--- src/rtl/seq_alu.sv ---
// seq_alu: clocked, width-parametrised ALU with internally held FLAG/OVERFLOW
// status and two multi-cycle O-type operations (shift-add MUL, ROTL_N).
//
// Ports:
//   CLK       rising-edge clock
//   RESET_N   synchronous active-low reset
//   START     launch operation on OP/FUNC/INPUTA/INPUTB (ignored while BUSY)
//   OP, FUNC  opcode and O-type function select
//   INPUTA/B  operands; INPUTB[SHW-1:0] is the ROTL_N amount
//   BUSY      multi-cycle operation in progress
//   DONE      one-cycle pulse: OUT/OUT_HI/FLAG/OVERFLOW updated this cycle
//   OUT       result (low half of MUL product)
//   OUT_HI    high half of MUL product, 0 after any other op
//   FLAG      registered compare flag
//   OVERFLOW  registered carry/borrow/shift-out bit
module seq_alu #(
  parameter int WIDTH = 8,
  // Derived rotate-amount width; leave at its default.
  parameter int SHW   = $clog2(WIDTH)
) (
  input  logic             CLK,
  input  logic             RESET_N,
  input  logic             START,
  input  logic [2:0]       OP,
  input  logic [2:0]       FUNC,
  input  logic [WIDTH-1:0] INPUTA,
  input  logic [WIDTH-1:0] INPUTB,
  output logic             BUSY,
  output logic             DONE,
  output logic [WIDTH-1:0] OUT,
  output logic [WIDTH-1:0] OUT_HI,
  output logic             FLAG,
  output logic             OVERFLOW
);

  localparam int CW = $clog2(WIDTH + 1);

  localparam logic [2:0] OP_LW    = 3'b000;
  localparam logic [2:0] OP_SW    = 3'b001;
  localparam logic [2:0] OP_ADD   = 3'b010;
  localparam logic [2:0] OP_SUB   = 3'b011;
  localparam logic [2:0] OP_CEQ   = 3'b100;
  localparam logic [2:0] OP_CLT   = 3'b101;
  localparam logic [2:0] OP_SEI   = 3'b110;
  localparam logic [2:0] OP_OTYPE = 3'b111;

  localparam logic [2:0] FN_SHL_X = 3'b000;
  localparam logic [2:0] FN_SHL_F = 3'b001;
  localparam logic [2:0] FN_SHL_O = 3'b010;
  localparam logic [2:0] FN_SHR_X = 3'b011;
  localparam logic [2:0] FN_SHR_F = 3'b100;
  localparam logic [2:0] FN_SHR_O = 3'b101;
  localparam logic [2:0] FN_MUL   = 3'b110;
  localparam logic [2:0] FN_ROTL  = 3'b111;

  typedef enum logic [1:0] {ST_IDLE, ST_MUL, ST_ROT} state_t;

  state_t           state, state_nxt;
  logic             done_nxt;
  logic [WIDTH-1:0] out_nxt, out_hi_nxt;
  logic             flag_nxt, ovf_nxt;

  // Multi-cycle working registers (data only, no reset needed)
  logic [CW-1:0]    cnt, cnt_nxt;
  logic [WIDTH-1:0] work_a, work_a_nxt;   // multiplicand, or value being rotated
  logic [WIDTH-1:0] acc_hi, acc_hi_nxt;   // upper half of the product accumulator
  logic [WIDTH-1:0] mul_lo, mul_lo_nxt;   // multiplier, shifted out as product bits shift in

  logic [WIDTH:0]   add_sum, sub_diff, step_sum;
  logic [SHW-1:0]   rot_n;

  assign BUSY  = (state != ST_IDLE);
  assign rot_n = INPUTB[SHW-1:0];

  assign add_sum  = {1'b0, INPUTA} + {1'b0, INPUTB} + {{WIDTH{1'b0}}, OVERFLOW};
  // Top bit of the (WIDTH+1)-bit difference is the borrow out.
  assign sub_diff = {1'b0, INPUTA} - {1'b0, INPUTB} - {{WIDTH{1'b0}}, OVERFLOW};
  // One shift-add step: add multiplicand when the current multiplier LSB is set.
  assign step_sum = {1'b0, acc_hi} + (mul_lo[0] ? {1'b0, work_a} : {(WIDTH+1){1'b0}});

  always_comb begin
    state_nxt  = state;
    done_nxt   = 1'b0;
    out_nxt    = OUT;
    out_hi_nxt = OUT_HI;
    flag_nxt   = FLAG;
    ovf_nxt    = OVERFLOW;
    cnt_nxt    = cnt;
    work_a_nxt = work_a;
    acc_hi_nxt = acc_hi;
    mul_lo_nxt = mul_lo;

    case (state)
      ST_IDLE: begin
        if (START) begin
          if (OP == OP_OTYPE && FUNC == FN_MUL) begin
            work_a_nxt = INPUTA;
            mul_lo_nxt = INPUTB;
            acc_hi_nxt = '0;
            cnt_nxt    = CW'(WIDTH);
            state_nxt  = ST_MUL;
          end else if (OP == OP_OTYPE && FUNC == FN_ROTL && rot_n != '0) begin
            work_a_nxt = INPUTA;
            cnt_nxt    = {{(CW-SHW){1'b0}}, rot_n};
            state_nxt  = ST_ROT;
          end else begin
            done_nxt   = 1'b1;
            out_hi_nxt = '0;
            case (OP)
              OP_LW, OP_SW: begin
                out_nxt = INPUTB;
                ovf_nxt = 1'b0;
              end
              OP_SEI: begin
                out_nxt = INPUTA;
                ovf_nxt = 1'b0;
              end
              OP_ADD: {ovf_nxt, out_nxt} = add_sum;
              OP_SUB: {ovf_nxt, out_nxt} = sub_diff;
              OP_CEQ: begin
                flag_nxt = (INPUTA == INPUTB);
                out_nxt  = '0;
                ovf_nxt  = 1'b0;
              end
              OP_CLT: begin
                flag_nxt = (INPUTA < INPUTB);
                out_nxt  = '0;
                ovf_nxt  = 1'b0;
              end
              default: begin
                case (FUNC)
                  FN_SHL_X: {ovf_nxt, out_nxt} = {INPUTA, 1'b0};
                  FN_SHL_F: {ovf_nxt, out_nxt} = {INPUTA, FLAG};
                  FN_SHL_O: {ovf_nxt, out_nxt} = {INPUTA, OVERFLOW};
                  FN_SHR_X: {out_nxt, ovf_nxt} = {1'b0, INPUTA};
                  FN_SHR_F: {out_nxt, ovf_nxt} = {FLAG, INPUTA};
                  FN_SHR_O: {out_nxt, ovf_nxt} = {OVERFLOW, INPUTA};
                  default: begin
                    // Only ROTL_N with a zero amount reaches here: pass A through.
                    out_nxt = INPUTA;
                    ovf_nxt = 1'b0;
                  end
                endcase
              end
            endcase
          end
        end
      end

      ST_MUL: begin
        acc_hi_nxt = step_sum[WIDTH:1];
        mul_lo_nxt = {step_sum[0], mul_lo[WIDTH-1:1]};
        cnt_nxt    = cnt - CW'(1);
        if (cnt == CW'(1)) begin
          done_nxt   = 1'b1;
          out_nxt    = mul_lo_nxt;
          out_hi_nxt = acc_hi_nxt;
          ovf_nxt    = (acc_hi_nxt != '0);
          state_nxt  = ST_IDLE;
        end
      end

      ST_ROT: begin
        work_a_nxt = {work_a[WIDTH-2:0], work_a[WIDTH-1]};
        cnt_nxt    = cnt - CW'(1);
        if (cnt == CW'(1)) begin
          done_nxt   = 1'b1;
          out_nxt    = work_a_nxt;
          out_hi_nxt = '0;
          ovf_nxt    = work_a[WIDTH-1];
          state_nxt  = ST_IDLE;
        end
      end

      default: state_nxt = ST_IDLE;
    endcase
  end

  // Control and architectural outputs
  always_ff @(posedge CLK) begin
    if (!RESET_N) begin
      state    <= ST_IDLE;
      DONE     <= 1'b0;
      OUT      <= '0;
      OUT_HI   <= '0;
      FLAG     <= 1'b0;
      OVERFLOW <= 1'b0;
    end else begin
      state    <= state_nxt;
      DONE     <= done_nxt;
      OUT      <= out_nxt;
      OUT_HI   <= out_hi_nxt;
      FLAG     <= flag_nxt;
      OVERFLOW <= ovf_nxt;
    end
  end

  // Working registers; only meaningful while BUSY, so left unreset
  always_ff @(posedge CLK) begin
    cnt    <= cnt_nxt;
    work_a <= work_a_nxt;
    acc_hi <= acc_hi_nxt;
    mul_lo <= mul_lo_nxt;
  end

endmodule

--- config.mk ---
export PLATFORM = sky130hd
export DESIGN_NAME = seq_alu
export DESIGN_NICKNAME = d
export VERILOG_FILES = /design/src/rtl/seq_alu.sv
export SDC_FILE = /design/constraint.sdc
export NUM_CORES = 1
export LEC_CHECK = 0
export BUFFER_PORTS_ARGS = -buffer_cell sky130_fd_sc_hd__buf_2
export CAP_MARGIN = 0
export CORE_UTILIZATION = 25
export DETAILED_ROUTE_END_ITERATION = 16
export SLEW_MARGIN = 15
export SYNTH_ARGS = -nofsm -noshare
export SYNTH_HDL_FRONTEND = slang
export SYNTH_SLANG_ARGS = --single-unit
--- constraint.sdc ---
create_clock -name CLK -period 6.09 [get_ports CLK]
set_input_delay 0.3045 -clock CLK [delete_from_list [all_inputs] [get_ports CLK]]
set_output_delay 0.3045 -clock CLK [all_outputs]
set_load 0.05 [all_outputs]
==> results of run 1 <==
==> registers in the layout, summed over array words and instances, names as in the netlist, 2 cells and up <==
name,count
OUT,8
OUT_HI,8
acc_hi,8
mul_lo,8
work_a,8
cnt,4
state,2
==> cell families (layout without fill, tap and decap cells) <==
group | count (synthesis) | in the layout | synth area share, %
xor+xnor | 14 | 14 | 3.00
flops | 49 | 49 | 30.8
buf+inv | 63 | 96 | 6.12
simple gates | 158 | 158 | 19.7
mux | 3 | 3 | 0.734
fa+ha+maj | 46 | 46 | 15.0
compound gates | 145 | 145 | 24.6
==> worst paths after layout <==
kind | slack (ns) | startpoint | to | cells past startpoint
worst min-delay path | 0.45 | START | FLAG | 4
worst min register to register | 0.45 | OUT[2] | OUT[2] | 2
worst max register to register | 3.19 | OVERFLOW | OVERFLOW | 8
worst max-delay path | 3.19 | OVERFLOW | OVERFLOW | 8
==> per-layer routing <==
| layer | up-vias | wire length (um) | share of wire [%] | GRT usage, % |
|---|---|---|---|---|
| met5 | - | 0 | 0 | 0 |
| met4 | 0 | 197 | 1.7 | 4.72 |
| met3 | 14 | 771 | 6.6 | 2.79 |
| met2 | 115 | 5300 | 45 | 23.7 |
| met1 | 1700 | 5440 | 46 | 19.3 |
| li1 | 1779 | - | - | - |
==> power groups by stage <==
stage               logic (uW)  registers (uW)  clock network (uW)
finish                     342             389                 271
detailed placement         339             396                   0
global route               377             391                 289
global placement           341             396                   0
CTS                        340             389                 278
floorplan                  213             426                   0
==> through the flow <==
stage	setup slack [ns]	total power, uW	hold slack [ns]
after floorplan	3.47	639	0.456
after global placement	3.14	737	0.439
after detailed placement	3.12	736	0.453
after CTS	3.23	1010	0.442
after global routing	2.89	1060	0.469
final	3.19	1000	0.446
==> synth_stat cells (8+ instances only) <==
master | instances | area, um2
a221oi_1 | 8 | 70.1
nor3_1 | 8 | 40.0
a21oi_1 | 24 | 120
inv_1 | 42 | 158
clkbuf_1 | 13 | 48.8
nand2_1 | 60 | 225
a21boi_0 | 11 | 82.6
ha_1 | 41 | 513
o21ai_0 | 34 | 170
dfxtp_1 | 21 | 420
edfxtp_1 | 28 | 841
nor2_1 | 21 | 78.8
nand3_1 | 16 | 80.1
and2_1 | 19 | 119
==> tightest hold or removal path, stage by stage <==
cell and delay, ns:
buf_2 0.13, nand2_1 0.10, nor3_1 0.06, a31oi_1 0.11
==> cell type report <==
| type | instances | area (um2) | share of cell area, % |
|---|---|---|---|
| Inverter | 42 | 158 | 3.40 |
| Timing Repair Buffer | 46 | 235 | 5.07 |
| Tap cell | 216 | 270 | 5.82 |
| Multi-Input combinational cell | 366 | 2580 | 55.5 |
| Sequential cell | 49 | 1260 | 27.2 |
| Clock buffer | 6 | 129 | 2.78 |
| Clock inverter | 2 | 10.0 | 0.216 |
==> impl_results.md, run 1 <==
- Status: completed
- Fraction of registers with async set/reset: 0%
- Primary FF master, synth: edfxtp_1
- Max-slew violations: 0
- Initial drt markers: around 280
- Max transition margin: 40.5%
- PD cells: 216 mW/mm2
- Req. time, crit path: 6.25 ns
- DRC errors left: 0
- Worst-margin pin slew: approximately 0.89 ns
- Starting Density: 25.6%
- Comb pwr share: between 30% and 40%
- Period minus WS final: just under 3 ns
- Num CTS Buffers: 5
- PostCTS Resize Cnt: 0
- Vias in the first global route: between 3000 and 4000
- Number of I/O port buffers: 44
- Clk buf depth: 2
- Max-Cap Viols: 0
- First-pass GRT wire length: 19000 um
- Skew-Pair Late Insertion Delay: 0.29 ns
- Worst IR Drop VDD: 0.105 mV
- Internal power: 640 uW
- Die outline height: 130 um
- Fin. Hold Viols: 0
- Sw Pwr: 362 uW
- Syn-to-layout area delta: 13.5%
- CP endpoint kind: flop
- Layout fillers: 1732
- Sw Share: 36.1%
- Crit Path Category: flop to flop
- Core area: roughly 0.016 mm2
- Via density: 4.96
- TNS Setup: 0 ns
- Clock power frac: 27.1%
- GRT Total Usage: between 10 and 15%
- Antenna viol nets, final: 0
- Detailed Routing Iterations Pass 1: 5
- Non-Filler Instances: 727
- Clock sink total: 49
- Fin nets: between 500 and 600
- Total congestion overflow: 0
- Yosys warnings: 0
- Period utilization: 47.7%
- Synth unique cells: 64
- Commonest cells after routing, fill and taps aside: 60 x nand2_1, 44 x buf_2, 42 x inv_1, 41 x ha_1, 34 x o21ai_0
- RSZ-0062 raised after global routing: no
- Largest net degree at the start of global routing: 29
- Fin area: 0.00464 mm2
- Clk slew on worst S/H paths: 0.07 ns
- Std cell rows: 46
- Yosys reg bits: 49
- Most common cell after layout, fill and taps aside: nand2_1
- Fmax: roughly 340 MHz
- Worst min-delay path class: input pin to flop
- I/O Pins: 45
- Die X: about 130 um
- Cells after synthesis: ~480
- Crit Path Max Fanout: 6
- DP Area: 0.00450 mm2
- EDFF count, synth: 28
- Clock Tree Root: clkbuf_16
- Post-DP HPWL: 9030 um
- Post-layout util: 29.1%
- H-tree levels: 2
- CP max stage cell: a2111oi_0
- Cts hold-fix bufs: 0
- Post-Syn Nets: 549
- Final wirelength: roughly 12000 um
- Post-synthesis sequential area ratio: 30.8%
- GP Congestion: between 0.8 and 0.9
- Endpoints failing setup: 0
- Initial antenna violation count: 0
- CTS tree: built
- Diodes inserted: 0
- WL per Instance: 16.1 um
- Critical Path Max Stage Delay: 0.58 ns
- Synthesized cell area: approximately 0.004 mm2
- Seq pwr share: 38.8%
- Worst path arrival time: 3.06 ns
- Post-CTS setup buffers: 0
- Layout cells sized above 1: 12.3%
- Lkg Pwr: about 0.0019 uW
- Startpoint types: flop
- Final Skew: 0.00624 ns
- Mean post-synth cell area: 8.55 um2
- Dpl cells: between 700 and 800
- Via count: around 3600
- Worst path bufs/invs: 0
- CP delay by family, top: compound AO/OA/AOI/OAI gates
- Cell Chain, Critical Path: fa_1 -> fa_1 -> nor3b_1 -> o31ai_1 -> a21o_1 -> a21oi_1 -> a2111oi_0 -> o31ai_1
- DIE AREA: 0.0169 mm2
No activity file was read; power rests on OpenSTA's default activity.
==> run 2, diff against run 1 <==
==> constraint.sdc (replaced) <==
create_clock -name CLK -period 2.66 [get_ports CLK]
set_input_delay 0.133 -clock CLK [delete_from_list [all_inputs] [get_ports CLK]]
set_output_delay 0.133 -clock CLK [all_outputs]
set_load 0.05 [all_outputs]
==> impl_results.md, run 2 (same netlist as run 1, synthesis figures left out) <==
- Status: completed
- Starting Density: 25.6%
- Skew-Pair Late Insertion Delay: 0.28 ns
- Layout cells sized above 1: 20.9%
- Initial drt markers: 273
- Worst IR Drop VDD: roughly 0.23 mV
- Worst-margin pin slew: 0.482 ns
- Clock sink total: 49
- Crit Path Category: flop to flop
- Syn-to-layout area delta: 22.8%
- Total congestion overflow: 0
- Num CTS Buffers: 5
- Final Skew: between 0.009 and 0.01 ns
- Post-DP HPWL: 9260 um
- Endpoints failing setup: 0
- GRT Total Usage: 14.3%
- Req. time, crit path: 2.83 ns
- CP endpoint kind: flop
- GP Congestion: ~0.85
- Commonest cells after routing, fill and taps aside: 60 x nand2_1, 44 x buf_2, 42 x inv_1, 42 x buf_4, 40 x ha_1
- Die X: 130 um
- Clock Tree Root: clkbuf_16
- Std cell rows: between 40 and 50
- Diodes inserted: 0
- Via density: 4.83
- Period utilization: 96.8%
- Lkg Pwr: 0.00209 uW
- Vias in the first global route: between 3000 and 4000
- Startpoint types: flop
- Die outline height: 130 um
- Tot Pwr: ~2400 uW
- Detailed Routing Iterations Pass 1: 5
- Max-Cap Viols: 0
- Fin. Hold Viols: 0
- Crit Path Max Fanout: 3
- Max transition margin: 67.7%
- Period minus WS final: ~2.6 ns
- Antenna viol nets, final: 0
- WL per Instance: 15.1 um
- Initial antenna violation count: 0
- Largest net degree at the start of global routing: 28
- Via count: 3704
- DRC errors left: 0
- Clk slew on worst S/H paths: 0.07 ns
- Core area: roughly 0.016 mm2
- Fin nets: 621
- Number of I/O port buffers: 44
- RSZ-0062 raised after global routing: yes
- CTS tree: built
- Fmax: 388 MHz
- Clk buf depth: 2
- H-tree levels: 2
- DIE AREA: 0.0169 mm2
- I/O Pins: 45
- PD cells: 476 mW/mm2
- Final wirelength: roughly 12000 um
- Max-slew violations: 0
- First-pass GRT wire length: approximately 19000 um
- Most common cell after layout, fill and taps aside: nand2_1
- Post-layout util: between 30% and 40%
- TNS Setup: 0 ns
- Worst path arrival time: 2.74 ns
- Worst min-delay path class: input pin to flop
-- run 2: changes by cell type in the layout (fill, tap and decap cells not counted), moves of 2 or more --
cell,delta
a21oi_2,+2
clkinv_2,-2
clkinv_1,+2
a21oi_1,-2
buf_4,+40
-- run 2: layout make-up --
class	count	area, um2
well taps	216	270
flip-flops and latches	49	1260
fillers	1740	10900
clock inverters	3	16.3
inverters	42	158
repair buffers	86	536
multi-input cells	366	2650
clock buffers	5	125
-- run 2: final timing paths --
path / end / cells after the start / slack, ns / start
setup / recovery: OVERFLOW / 9 / 0.08 / work_a[0]
hold / removal: work_a[7] / 3 / 0.23 / INPUTA[7]
setup reg to reg: OVERFLOW / 9 / 0.08 / work_a[0]
hold reg to reg: OUT[2] / 2 / 0.45 / OUT[2]
-- run 2: critical path, cell delays in order (launching register included) --
cell	delay [ns]
edfxtp_1	0.38
and2_1	0.17
ha_1	0.21
fa_2	0.35
a21o_1	0.21
a21oi_2	0.15
xnor2_1	0.10
or4_4	0.55
nor4_4	0.22
o31ai_1	0.11
-- run 2: metal layers --
layer	wire [um]	up-vias	global-route usage, %
li1	-	1868	-
met1	5550	1738	19.6
met2	5390	88	23.9
met3	492	10	1.44
met4	141	0	3.76
met5	0	-	0
-- run 2: repair_timing --
| action | 4_1_cts | 5_1_grt |
|---|---|---|
| setup endpoints to repair | 2 | 5 |
| hold endpoints to repair | 0 | 0 |
| hold buffers | 0 | 0 |
| resized for setup | 7 | 9 |
| pin swaps | 2 | 6 |
| buffers inserted | 1 | 1 |
-- run 2: stage by stage --
step | hold slack (ns) | instances | setup slack [ns] | area (um2)
6_report | 0.233 | 767 | 0.0850 | 5020
4_1_cts | 0.234 | 766 | 0.0106 | 4970
3_3_place_gp | 0.440 | 758 | -0.176 | 4790
5_1_grt | 0.244 | 767 | -0.0297 | 5020
2_1_floorplan | 0.284 | 478 | 0.0363 | 4090
3_5_place_dp | 0.448 | 758 | -0.161 | 4790
-- run 2: report_power, final --
group / internal [uW] / total [uW] / leakage, uW / switching [uW]
sequential: 857 / 885 / 0.000414 / 27.9
clock: 346 / 619 / 0.0000693 / 273
combinational: 339 / 888 / 0.00161 / 549
